===== config.mk =====
export PLATFORM = sky130hd
export DESIGN_NAME = seg7_scan_reader_flat
export DESIGN_NICKNAME = d
export VERILOG_FILES = /design/src/rtl/seg7_scan_reader_pkg.sv /design/src/rtl/seg7_scan_reader_if.sv /design/src/rtl/seg7_pattern_decode.sv /design/src/rtl/seg7_scan_reader.sv /design/src/flat_wrapper.sv
export SDC_FILE = /design/constraint.sdc
export NUM_CORES = 1
export LEC_CHECK = 0
export CORE_UTILIZATION = 30
export CTS_CLUSTER_DIAMETER = 50
export CTS_CLUSTER_SIZE = 25
export DETAILED_ROUTE_END_ITERATION = 12
export GPL_TIMING_DRIVEN = 1
export PLACE_DENSITY_LB_ADDON = 0.15
export SYNTH_ARGS = -nofsm -noshare
export SYNTH_HDL_FRONTEND = slang
export SYNTH_HIERARCHICAL = 1
export SYNTH_SLANG_ARGS = --single-unit

===== constraint.sdc =====
create_clock -name clk -period 2.7 [get_ports clk]
set_clock_uncertainty 0.2 [all_clocks]
set_input_delay 0.54 -clock clk [delete_from_list [all_inputs] [get_ports clk]]
set_output_delay 0.54 -clock clk [all_outputs]
set_load 0.01 [all_outputs]

===== src/rtl/seg7_scan_reader_pkg.sv =====
// rtl/seg7_scan_reader_pkg.sv - shared constants and types for the 7-segment scan reader
// Segment bit order is {g,f,e,d,c,b,a}, active-low.

package seg7_pkg;

  localparam logic [6:0] SEG_BLANK = 7'b1111111;

  localparam logic [6:0] SEG_PAT [0:9] = '{
    7'b1000000,
    7'b1111001,
    7'b0100100,
    7'b0110000,
    7'b0011001,
    7'b0010010,
    7'b0000010,
    7'b1111000,
    7'b0000000,
    7'b0010000
  };

  localparam logic [3:0] DIG_BLANK = 4'hF;
  localparam logic [3:0] DIG_ERR   = 4'hE;

  typedef enum logic [1:0] {
    IDLE,
    QUALIFY,
    HOLD
  } state_t;

endpackage


===== src/rtl/seg7_scan_reader_if.sv =====
// rtl/seg7_scan_reader_if.sv - display bus in, recovered frame out
// master drives the observed display lines; slave is the reader.

interface seg7_scan_reader_if #(
  parameter int NUM_DIGITS = 4
);

  logic [6:0]              seg_n;
  logic [NUM_DIGITS-1:0]   an_n;
  logic [4*NUM_DIGITS-1:0] digits;
  logic [NUM_DIGITS-1:0]   blank;
  logic                    frame_valid;
  logic                    decode_err;
  logic                    multi_an_err;

  modport master (
    output seg_n,
    output an_n,
    input  digits,
    input  blank,
    input  frame_valid,
    input  decode_err,
    input  multi_an_err
  );

  modport slave (
    input  seg_n,
    input  an_n,
    output digits,
    output blank,
    output frame_valid,
    output decode_err,
    output multi_an_err
  );

endinterface


===== src/rtl/seg7_pattern_decode.sv =====
// rtl/seg7_pattern_decode.sv - segment pattern back to a decimal value
// Dark display maps to DIG_BLANK; anything unrecognised maps to DIG_ERR.

module seg7_pattern_decode
  import seg7_pkg::*;
(
  input  logic [6:0] pattern_i,
  output logic [3:0] value_o,
  output logic       is_blank_o,
  output logic       is_err_o
);

  always_comb begin
    value_o    = DIG_ERR;
    is_blank_o = 1'b0;
    is_err_o   = 1'b1;
    if (pattern_i == SEG_BLANK) begin
      value_o    = DIG_BLANK;
      is_blank_o = 1'b1;
      is_err_o   = 1'b0;
    end else begin
      for (int i = 0; i < 10; i++) begin
        if (pattern_i == SEG_PAT[i]) begin
          value_o  = 4'(i);
          is_err_o = 1'b0;
        end
      end
    end
  end

endmodule


===== src/rtl/seg7_scan_reader.sv =====
// rtl/seg7_scan_reader.sv - recovers digits from a multiplexed active-low 7-segment bus
// Each digit slot must stay stable for STABLE_CYCLES samples before it is captured once.

module seg7_scan_reader
  import seg7_pkg::*;
#(
  parameter int NUM_DIGITS    = 4,
  parameter int STABLE_CYCLES = 4
) (
  input  logic               clk,
  input  logic               reset,
  seg7_scan_reader_if.slave  bus
);

  localparam logic [7:0]            STABLE_MAX = 8'(STABLE_CYCLES);
  localparam logic [NUM_DIGITS-1:0] ONE_N      = NUM_DIGITS'(1);

  logic                    rst_meta_q;
  logic                    rst_q;

  logic [6:0]              seg_s1_q;
  logic [6:0]              seg_s_q;
  logic [6:0]              seg_prev_q;
  logic [NUM_DIGITS-1:0]   an_s1_q;
  logic [NUM_DIGITS-1:0]   an_s_q;
  logic [NUM_DIGITS-1:0]   an_prev_q;

  logic [7:0]              cnt_q;
  logic [7:0]              cnt_d;
  state_t                  state_q;

  logic [4*NUM_DIGITS-1:0] shadow_dig_q;
  logic [NUM_DIGITS-1:0]   shadow_blank_q;
  logic [NUM_DIGITS-1:0]   captured_q;
  logic [NUM_DIGITS-1:0]   captured_d;

  logic [4*NUM_DIGITS-1:0] digits_q;
  logic [NUM_DIGITS-1:0]   blank_q;
  logic                    frame_valid_q;
  logic                    decode_err_q;
  logic                    multi_an_err_q;

  logic [NUM_DIGITS-1:0]   an_act;
  logic                    changed;
  logic                    none_act;
  logic                    multi_act;
  logic                    capture;
  logic                    capture_ok;
  logic                    frame_done;

  logic [3:0]              dec_value;
  logic                    dec_blank;
  logic                    dec_err;

  // Reset asserts immediately but releases on a clock edge.
  always_ff @(posedge clk or posedge reset) begin
    if (reset) begin
      rst_meta_q <= 1'b1;
      rst_q      <= 1'b1;
    end else begin
      rst_meta_q <= 1'b0;
      rst_q      <= rst_meta_q;
    end
  end

  seg7_pattern_decode u_decode (
    .pattern_i  (seg_s_q),
    .value_o    (dec_value),
    .is_blank_o (dec_blank),
    .is_err_o   (dec_err)
  );

  always_comb begin
    an_act     = ~an_s_q;
    changed    = (seg_s_q != seg_prev_q) || (an_s_q != an_prev_q);
    none_act   = (an_act == '0);
    multi_act  = !none_act && ((an_act & (an_act - ONE_N)) != '0);
    frame_done = &captured_q;

    cnt_d = cnt_q;
    if (changed) begin
      cnt_d = 8'd1;
    end else if (cnt_q < STABLE_MAX) begin
      cnt_d = cnt_q + 8'd1;
    end

    // Capture on the edge where the count reaches its target, not one later.
    capture    = (state_q == QUALIFY) && !changed && !none_act && (cnt_d == STABLE_MAX);
    capture_ok = capture && !multi_act;

    captured_d = frame_done ? '0 : captured_q;
    if (capture_ok) begin
      captured_d = captured_d | an_act;
    end
  end

  always_ff @(posedge clk or posedge rst_q) begin
    if (rst_q) begin
      seg_s1_q       <= '0;
      seg_s_q        <= '0;
      seg_prev_q     <= '0;
      an_s1_q        <= '0;
      an_s_q         <= '0;
      an_prev_q      <= '0;
      cnt_q          <= '0;
      state_q        <= IDLE;
      shadow_dig_q   <= '0;
      shadow_blank_q <= '0;
      captured_q     <= '0;
      digits_q       <= '0;
      blank_q        <= '0;
      frame_valid_q  <= 1'b0;
      decode_err_q   <= 1'b0;
      multi_an_err_q <= 1'b0;
    end else begin
      seg_s1_q   <= bus.seg_n;
      seg_s_q    <= seg_s1_q;
      seg_prev_q <= seg_s_q;
      an_s1_q    <= bus.an_n;
      an_s_q     <= an_s1_q;
      an_prev_q  <= an_s_q;
      cnt_q      <= cnt_d;

      case (state_q)
        IDLE: begin
          if (!none_act) state_q <= QUALIFY;
        end
        QUALIFY: begin
          if (none_act)     state_q <= IDLE;
          else if (capture) state_q <= HOLD;
        end
        HOLD: begin
          if (none_act)     state_q <= IDLE;
          else if (changed) state_q <= QUALIFY;
        end
        default: state_q <= IDLE;
      endcase

      decode_err_q   <= capture_ok && dec_err;
      multi_an_err_q <= capture && multi_act;

      for (int i = 0; i < NUM_DIGITS; i++) begin
        if (capture_ok && an_act[i]) begin
          shadow_dig_q[4*i +: 4] <= dec_value;
          shadow_blank_q[i]      <= dec_blank;
        end
      end

      // Frame publishes the shadow as it stood before any same-cycle capture.
      captured_q    <= captured_d;
      frame_valid_q <= frame_done;
      if (frame_done) begin
        digits_q <= shadow_dig_q;
        blank_q  <= shadow_blank_q;
      end
    end
  end

  assign bus.digits       = digits_q;
  assign bus.blank        = blank_q;
  assign bus.frame_valid  = frame_valid_q;
  assign bus.decode_err   = decode_err_q;
  assign bus.multi_an_err = multi_an_err_q;

endmodule


===== src/flat_wrapper.sv =====
// flat-port wrapper written by rule: the top's interface ports become plain ports
module seg7_scan_reader_flat import seg7_pkg::*;
#(
  parameter int NUM_DIGITS    = 4,
  parameter int STABLE_CYCLES = 4
)
  (clk, reset, bus_seg_n, bus_an_n, bus_digits, bus_blank, bus_frame_valid, bus_decode_err, bus_multi_an_err);
  seg7_scan_reader_if #(.NUM_DIGITS(NUM_DIGITS)) bus_i ();
  input  logic clk;
  input  logic reset;
  input wire logic [$bits(bus_i.seg_n)-1:0] bus_seg_n;
  input wire logic [$bits(bus_i.an_n)-1:0] bus_an_n;
  output wire logic [$bits(bus_i.digits)-1:0] bus_digits;
  output wire logic [$bits(bus_i.blank)-1:0] bus_blank;
  output wire logic [$bits(bus_i.frame_valid)-1:0] bus_frame_valid;
  output wire logic [$bits(bus_i.decode_err)-1:0] bus_decode_err;
  output wire logic [$bits(bus_i.multi_an_err)-1:0] bus_multi_an_err;
  assign bus_i.seg_n = bus_seg_n;
  assign bus_i.an_n = bus_an_n;
  assign bus_digits = bus_i.digits;
  assign bus_blank = bus_i.blank;
  assign bus_frame_valid = bus_i.frame_valid;
  assign bus_decode_err = bus_i.decode_err;
  assign bus_multi_an_err = bus_i.multi_an_err;
  seg7_scan_reader #(.NUM_DIGITS(NUM_DIGITS), .STABLE_CYCLES(STABLE_CYCLES)) u_core (.clk(clk), .reset(reset), .bus(bus_i));
endmodule

Word level (Yosys, flattened, before mapping)

Index checks and enable logic that the tools add are counted.

Add/sub/neg operators: 2
Magnitude comparators: 1
Equal/unequal tests: 18
Mux-type cells: 33
Bitwise operators: 3
Reductions and logical operators: 21

Operators with widths:

| cell                                                                          | number |
|---|---|
| 4-bit 2-to-1 mux                                                              | 13 |
| 7-bit == test (second input constant)                                         | 4 |
| 7-bit by 5-bit == test with 1-bit output (second input constant)              | 3 |
| 8-bit 2-to-1 mux                                                              | 2 |
| 7-bit by 6-bit == test with 1-bit output (second input constant)              | 2 |
| 1-bit 2-to-1 mux                                                              | 12 |
| 1-bit logical AND                                                             | 11 |
| 2-bit 2-to-1 mux                                                              | 5 |
| 8-bit by 1-bit adder with 8-bit output (second input constant)                | 1 |
| 8-bit by 3-bit == test with 1-bit output (second input constant)              | 1 |
| 8-bit by 3-bit less-than comparator with 1-bit output (second input constant) | 1 |
| 7-bit by 2-bit == test with 1-bit output (second input constant)              | 1 |
| 7-bit zero test                                                               | 1 |
| 7-bit != test                                                                 | 1 |
| 3-bit by 1-bit != test with 1-bit output (second input constant)              | 2 |
| 2-bit case mux with 3 select lines                                            | 1 |
| 4-bit bitwise AND                                                             | 1 |
| 4-bit zero test                                                               | 1 |
| 4-bit != test                                                                 | 1 |
| 4-bit NOT                                                                     | 1 |
| 4-bit OR                                                                      | 1 |
| 4-bit AND reduction                                                           | 1 |
| 4-bit nonzero test                                                            | 1 |
| 4-bit by 1-bit subtractor with 4-bit output (second input constant)           | 1 |
| other kinds (7)                                                               | 9 |

Register bits after elaboration: 92
Output and inout port bits: 23

Depth between registers and ports, before layout

Gate-level depths: netlist (run 1).

Depth after elaboration: 13
Gate-level depth with buffers: 6

By module

The synthesis (run 1) kept the hierarchy.

By module, submodules not included:

| module              | instances | cells each | area an instance (um2) | seq. area each (um2) |
|---|---|---|---|---|
| seg7_scan_reader    | 1         | 254        | 3,465.8                | 2,304.7 |
| seg7_pattern_decode | 1         | 38         | 252.7                  | 0.0 |

Worst setup path after synthesis (run 1)

No wires, ideal clock.

Kind: reg-to-reg
Start point: reg u_core.cnt_q[0]
End point: reg u_core.shadow_dig_q[11]
Setup time: 0.128 ns
Data arrival time: 1.913 ns
Data required time: 2.372 ns
Setup slack: 0.460 ns
Stages on the path, launching flop included: 6
Buffers on the path: 0
Clock period less this slack: 2.240 ns
Cell sequence: dfrtp_1 > ha_1 > and4bb_2 > o211ai_4 > nor4_4 > mux2_1

Word-level cells in the longest chain between the ends: 7

Ends and longest elaborated chain:

| item                                                                                                            | line                                           | RTL |
|---|---|---|
| start, declared                                                                                                 | seg7_scan_reader.sv:28                         | `logic [7:0] cnt_q;` |
| start signal, assigned                                                                                          | seg7_scan_reader.sv:122                        | `cnt_q <= cnt_d;` |
| 8-bit by 1-bit adder with 8-bit output or 8-bit by 3-bit less-than comparator with 1-bit output (tied branches) | seg7_scan_reader.sv:84, seg7_scan_reader.sv:83 |  |
| 8-bit 2-to-1 mux (*)                                                                                            | seg7_scan_reader.sv:83                         | `end else if (cnt_q < STABLE_MAX) begin` |
| 8-bit 2-to-1 mux (*)                                                                                            | seg7_scan_reader.sv:81                         | `if (changed) begin` |
| 8-bit by 3-bit == test with 1-bit output (*)                                                                    | seg7_scan_reader.sv:88                         | `capture = (state_q == QUALIFY) && !changed && !none_act && (cnt_d == STABLE_MAX);` |
| 1-bit logical AND (*)                                                                                           | seg7_scan_reader.sv:88                         |  |
| 1-bit logical AND (*)                                                                                           | seg7_scan_reader.sv:89                         | `capture_ok = capture && !multi_act;` |
| 1-bit logical AND (*)                                                                                           | seg7_scan_reader.sv:143                        | `if (capture_ok && an_act[i]) begin` |
| end signal, assigned by index                                                                                   | seg7_scan_reader.sv:144                        | `shadow_dig_q[4*i +: 4] <= dec_value;` |
| end, declared                                                                                                   | seg7_scan_reader.sv:32                         | `logic [4*NUM_DIGITS-1:0] shadow_dig_q;` |

Mark *: on every way between the ends. The rest lies on a longest branch, timed or not.
A chain may end at the register's enable or synchronous reset.

Worst setup path in the final report (run 1)

Start point: reg u_core.cnt_q[0]
End point: reg u_core.shadow_dig_q[13]

Same word-level chain as after synthesis.

==> flow_summary_export.csv, run 1 <==
group,metric,value,unit
sta,worstMarginPinSlew,710,ps
cts,clk_pin_slew_worst_paths,60,ps
cts,clk_path_buf_depth,2,
layout,area_growth,22.0,%
sta,rsz0062_at_grt,"false",
cts,cts_sinks,92,
cts,htree_num_levels,3,
route,wl_per_cell,12.9,um
sta,fmax,413,MHz
worst_setup_path,slowest_stage,"nor4_4",
worst_hold_path,min_path_type,"reg2reg",
grt,grt.overflow.total,0,
worst_setup_path,startpoint,"u_core/cnt_q[0]",
power,peakVddDrop,0.000393,V
layout,final_nets,348,
sta,slew_violations,0,
die,core,12100,sq um
worst_setup_path,arrival,2440,ps
place,gp_congestion,0.804,
route,drc,0,
worst_setup_path,endpoint_kind,"flop",
worst_setup_path,crit_family,"simple AND/OR/NAND/NOR gates",
worst_setup_path,start_kind,"flop",
die,ios,36,
place,port_buffers,35,
place,dpl.hpwl,4430,um
yosys,yosys_warnings,6,
yosys,synth_cell_types,47,
yosys,netlist_area,3720,sq um
yosys,syn_area_per_cell,12.7,sq um
layout,seqCellArea,2300,sq um
yosys,synth_cells,292,
worst_setup_path,r2r_start,"u_core/cnt_q[0]",
grt,grt_pass1_vias,2164,
sta,slew_headroom,52.1,%
layout,finalNonFillerCells,506,
yosys,ys_seq_area_share,62.0,%
power,leakagePower,2.15,nW
grt,antenna_found_initial,0,
worst_hold_path,hold_path.startpoint,"u_core/seg_s1_q[1]",
sta,fin_setup_tns,0,ps
cts,cts_tree,"yes",
grt,grt_usage,11.6,%
sta,min_period,2420,ps
grt,grt_pass1_wl,11300,um
worst_setup_path,crit_type,"reg2reg",
die,start_util,30.8,%
place,place_inst,491,
die,die-area,12800,sq um
layout,layout_commonest_cell,"dfrtp_1",
power,p_total,2.70,mW
power,p_per_area,594,nW/um^2
cts,clk_latency,340,ps
sta,finalCritPeriodShare,89.7,%
cts,numCtsBuffers,9,
layout,multi_input_area,1330,sq um
worst_setup_path,crit_chain,"ha_1, and4bb_2, o211ai_4, nor4_4, mux2_1",
worst_setup_path,crit_fanout,8,
flow_run,cap_violations,0,
grt,grt_max_degree,56,
route,drtPass1Iterations,4,
layout,nFillCells,1162,
status,status,"complete, no violations",
sta,setup_viol,0,
sta,finalHoldViolations,0,
layout,n_antenna_cell,0,
route,vias_per_cell,4.31,
yosys,syn_nets,306,
layout,most-common-layout-cells,"dfrtp_1 (90), nand2_1 (68), clkdlybuf4s50_1 (35)",
cts,cts_resized,0,
worst_setup_path,cp_num_buf_inv,0,
route,postRouteAntennaNets,0,
worst_setup_path,cpPeakStageDelay,480,ps
route,drt-total-wl,6540,um
die,dieHeight,113,um
cts,cts_hold_buf,0,
die,rows,40,
layout,drive_above_1_share,14.2,%
yosys,ys_ff_latch,92,
route,drt_iter0_markers,82,
route,vias,2179,
die,die_w,113,um
cts,ctsRootBufferMaster,"clkbuf_16",
worst_setup_path,cp.required,2720,ps
cts,post_cts_buffers,0,
-- sequential cells by signal, summed over array words and instances (netlist names) --
register,cells
u_core/shadow_blank_q,4
u_core/captured_q,4
u_core/seg_s_q,7
u_core/bus.digits,16
u_core/an_s_q,4
u_core/state_q,2
u_core/an_prev_q,4
u_core/bus.multi_an_err,1
u_core/rst_q,1
u_core/an_s1_q,4
u_core/shadow_dig_q,16
u_core/rst_meta_q,1
u_core/bus.frame_valid,1
u_core/bus.blank,4
u_core/cnt_q,8
u_core/seg_prev_q,7
u_core/seg_s1_q,7
u_core/bus.decode_err,1
-- cell usage after synthesis (all sizes together) --
cell type  count  share of area, %
dfrtp         90                61
nand2         68               6.9
mux2          20               6.1
xnor2         15               4.1
nand4         10               2.5
buf            7               1.4
nor4           6               2.6
a21oi          5              0.67
and2           5              0.84
and3           5               1.2
and4b          5               1.4
nor2           5              0.50
o21ai          5              0.67
a21o           4              0.94
clkbuf         4              0.40
inv            4              0.40
nor3           4              0.54
nand3          3              0.40
nor2b          3              0.50
nor3b          3              0.87
dfstp          2               1.4
nand2b         2              0.34
nor4bb         2              0.54
o211ai         2              0.77
a2111oi        1              0.24
a21boi         1              0.20
a31oi          1              0.17
and4bb         1              0.34
conb           1              0.10
ha             1              0.34
mux2i          1              0.27
nor4b          1              0.64
o21a           1              0.20
o221ai         1              0.24
o22ai          1              0.17
o31a           1              0.27
or3            1              0.17
-- per-layer routing --
| metal | part of all wire [%] | vias up | global-route usage [%] |
|---|---|---|---|
| met1 | 49 | 1057 | 15.4 |
| met3 | 2.9 | 11 | 3.59 |
| met2 | 46 | 31 | 17.3 |
| met5 | 0 | - | 0 |
| met4 | 2.0 | 0 | 5.53 |
| li1 | - | 1080 | - |
-- final timing paths --
path | slack, ps | endpoint | cells after the start
setup reg to reg | 280 | u_core/shadow_dig_q[13] | 5
hold reg to reg | 150 | u_core/seg_s_q[1] | 0
min in group asynchronous | 170 | u_core/seg_s_q[2] | 2
setup / recovery | 280 | u_core/shadow_dig_q[13] | 5
max in group asynchronous | 1530 | u_core/cnt_q[2] | 2
hold / removal | 150 | u_core/seg_s_q[1] | 0
-- cells by family (layout without fill, tap and decap cells) --
logic type | count (synthesis) | after routing | share of synthesized area [%]
fa+ha+maj | 1 | 1 | 0.336
other cells | 1 | 1 | 0.101
flops | 92 | 92 | 62.0
compound gates | 23 | 23 | 4.54
mux | 21 | 21 | 6.33
buf+inv | 15 | 61 | 2.22
simple gates | 124 | 124 | 20.4
xor+xnor | 15 | 15 | 4.14
-- through the flow --
stage | util (%) | hold slack, ps | setup slack [ps] | area (sq um)
2_1_floorplan | - | 131 | 460 | 3720
6_report | 37.6 | 147 | 278 | 4540
3_5_place_dp | 35.4 | 137 | 263 | 4270
3_3_place_gp | 35.4 | 132 | 302 | 4270
5_1_grt | 37.6 | 154 | 142 | 4540
4_1_cts | 37.6 | 151 | 258 | 4540
-- power breakdown --
| part | switching, mW | total [mW] | internal (mW) |
|---|---|---|---|
| clock network | 0.473 | 1.14 | 0.666 |
| registers | 0.0282 | 1.44 | 1.41 |
| logic | 0.0699 | 0.123 | 0.0527 |
-- cell type report --
type	instances	share of cell area, %
Multi-Input combinational cell	185	29.3
Clock buffer	13	5.73
Sequential cell	92	50.8
Clock inverter	2	0.221
Inverter	4	0.414
Tap cell	168	4.63
Timing Repair Buffer	42	8.88
Power figures use the tool's default switching activity.
==> run 2, diff against run 1 <==
Settings changed: CORE_MARGIN set to 2, CTS_BUF_LIST set to sky130_fd_sc_hd__clkbuf_16, SKIP_LAST_GASP set to 1.
==> run 2 against run 1 <==
  * Setup slack better by 15 ps
  * Highest routed layer unchanged
  * Worst hold slack better by 0.60 ps
  * Combinational power hardly changed
  * Power is 2.1% lower
  * Global-route usage is 0.086 points higher
  * Clock-buffer cell count is 4 lower
  * Maximum frequency is 0.60% higher
  * Register-to-register slack hardly changed
  * First-iteration DRC count is 4.9% lower
  * Critical path type unchanged
==> flow_summary_export.csv, run 2 (synthesis results as in run 1) <==
group,metric,value,unit
cts,cts_resized,0,
die,ios,36,
worst_setup_path,endpoint_kind,"flop",
place,gp_congestion,0.745,
power,switching_share,22.0,%
power,p_int,2.06,mW
cts,cts_tree,"yes",
sta,slew_violations,0,
power,p_per_area,585,nW/um^2
layout,most-common-layout-cells,"dfrtp_1 (90), nand2_1 (68), clkdlybuf4s50_1 (35)",
layout,nFillCells,1164,
layout,final_nets,348,
place,dpl.hpwl,4560,um
worst_setup_path,start_kind,"flop",
worst_setup_path,cp.required,2720,ps
cts,htree_num_levels,3,
grt,antenna_found_initial,0,
layout,n_antenna_cell,0,
worst_setup_path,crit_family,"simple AND/OR/NAND/NOR gates",
cts,clk_pin_slew_worst_paths,60,ps
cts,clk_latency,340,ps
cts,cts_hold_buf,0,
sta,fmax,415,MHz
cts,clk_path_buf_depth,2,
grt,grt_pass1_wl,11600,um
route,vias_per_cell,4.43,
grt,met3_usage,3.74,%
grt,grt_max_degree,57,
sta,min_period,2410,ps
power,seqPwrFrac,54.4,%
place,port_buffers,35,
power,p_clk_share,40.9,%
worst_setup_path,crit_chain,"ha_1, and4bb_2, o211ai_4, nor4_4, mux2_1",
grt,grt.overflow.total,0,
grt,met2_usage,16.2,%
worst_hold_path,min_path_type,"reg2reg",
layout,drive_above_1_share,13.4,%
route,drc,0,
route,drtPass1Iterations,4,
grt,grt-busiest-layer,"met2",
sta,finalCritPeriodShare,89.2,%
worst_setup_path,cp_num_buf_inv,0,
grt,grt_usage,11.7,%
cts,numCtsBuffers,9,
sta,rsz0062_at_grt,"false",
power,p_comb_share,4.7,%
die,dieHeight,115,um
die,rows,40,
power,p_switching,0.580,mW
layout,finalNonFillerCells,505,
flow_run,cap_violations,0,
grt,use_met1,16.1,%
die,die-area,13300,sq um
worst_setup_path,cpPeakStageDelay,460,ps
layout,multi_input_area,1330,sq um
route,drt_iter0_markers,78,
worst_setup_path,crit_fanout,8,
cts,cts_sinks,92,
die,core,12100,sq um
die,die_w,115,um
route,drt-total-wl,6910,um
sta,slew_headroom,47.1,%
cts,post_cts_buffers,0,
layout,layout_commonest_cell,"dfrtp_1",
worst_setup_path,crit_type,"reg2reg",
cts,ctsRootBufferMaster,"clkbuf_16",
route,postRouteAntennaNets,0,
layout,seqCellArea,2300,sq um
worst_setup_path,arrival,2430,ps
power,leakagePower,2.15,nW
place,place_inst,491,
sta,worstMarginPinSlew,785,ps
route,vias,2237,
sta,finalHoldViolations,0,
power,peakVddDrop,0.000366,V
status,status,"complete, no violations",
worst_setup_path,slowest_stage,"nor4_4",
route,wl_per_cell,13.7,um
sta,fin_setup_tns,0,ps
layout,area_growth,21.5,%
power,p_total,2.64,mW
grt,grt_pass1_vias,2277,
die,start_util,30.8,%
sta,setup_viol,0,
-- run 2: changes by cell type in the layout (fill, tap and decap cells not counted) --
| cell | change |
|---|---|
| clkinv_2 | -2 |
| clkbuf_1 | -2 |
| inv_1 | +2 |
| clkinv_1 | +2 |
| clkinv_4 | +1 |
| clkbuf_8 | -2 |
-- run 2: per-layer routing --
| metal | share of wire (%) | vias up |
|---|---|---|
| li1 | - | 1079 |
| met1 | 50 | 1098 |
| met2 | 44 | 50 |
| met3 | 3.9 | 10 |
| met4 | 2.3 | 0 |
| met5 | 0 | - |
-- run 2: power by group through the flow --
stage / registers (mW) / logic [mW] / clock network (mW)
final: 1.44 / 0.123 / 1.08
after floorplan: 1.45 / 0.0944 / 0
after global routing: 1.44 / 0.139 / 1.20
after global placement: 1.46 / 0.126 / 0
after detailed placement: 1.46 / 0.126 / 0
after CTS: 1.44 / 0.127 / 1.13
-- run 2: path summary, 6_finish.rpt --
path                                    start                endpoint  slack (ps)  depth (start not counted)
setup / recovery              u_core/cnt_q[0]  u_core/shadow_dig_q[7]         290                          5
setup reg to reg              u_core/cnt_q[0]  u_core/shadow_dig_q[7]         290                          5
min in group asynchronous        u_core/rst_q   u_core/bus.digits[13]         170                          2
max in group asynchronous        u_core/rst_q     u_core/bus.blank[1]        1530                          2
hold reg to reg            u_core/seg_s1_q[0]       u_core/seg_s_q[0]         150                          0
hold / removal             u_core/seg_s1_q[0]       u_core/seg_s_q[0]         150                          0
-- run 2: stage by stage --
| stage | area (sq um) | setup WS (ps) | hold WS, ps | utilization, % |
|---|---|---|---|---|
| after floorplan | 3720 | 460 | 131 | - |
| after global placement | 4270 | 312 | 132 | 35.4 |
| after detailed placement | 4270 | 263 | 136 | 35.4 |
| after CTS | 4520 | 242 | 150 | 37.4 |
| after global routing | 4520 | 141 | 154 | 37.4 |
| final | 4520 | 293 | 148 | 37.4 |
-- run 2: cell type report --
type / instances / share of cell area, %
inverter: 4 / 0.416
sequential: 92 / 51.0
clock buffer: 9 / 4.99
timing repair buffer: 42 / 8.92
multi-input combinational: 185 / 29.5
clock inverter: 5 / 0.526
tap: 168 / 4.65
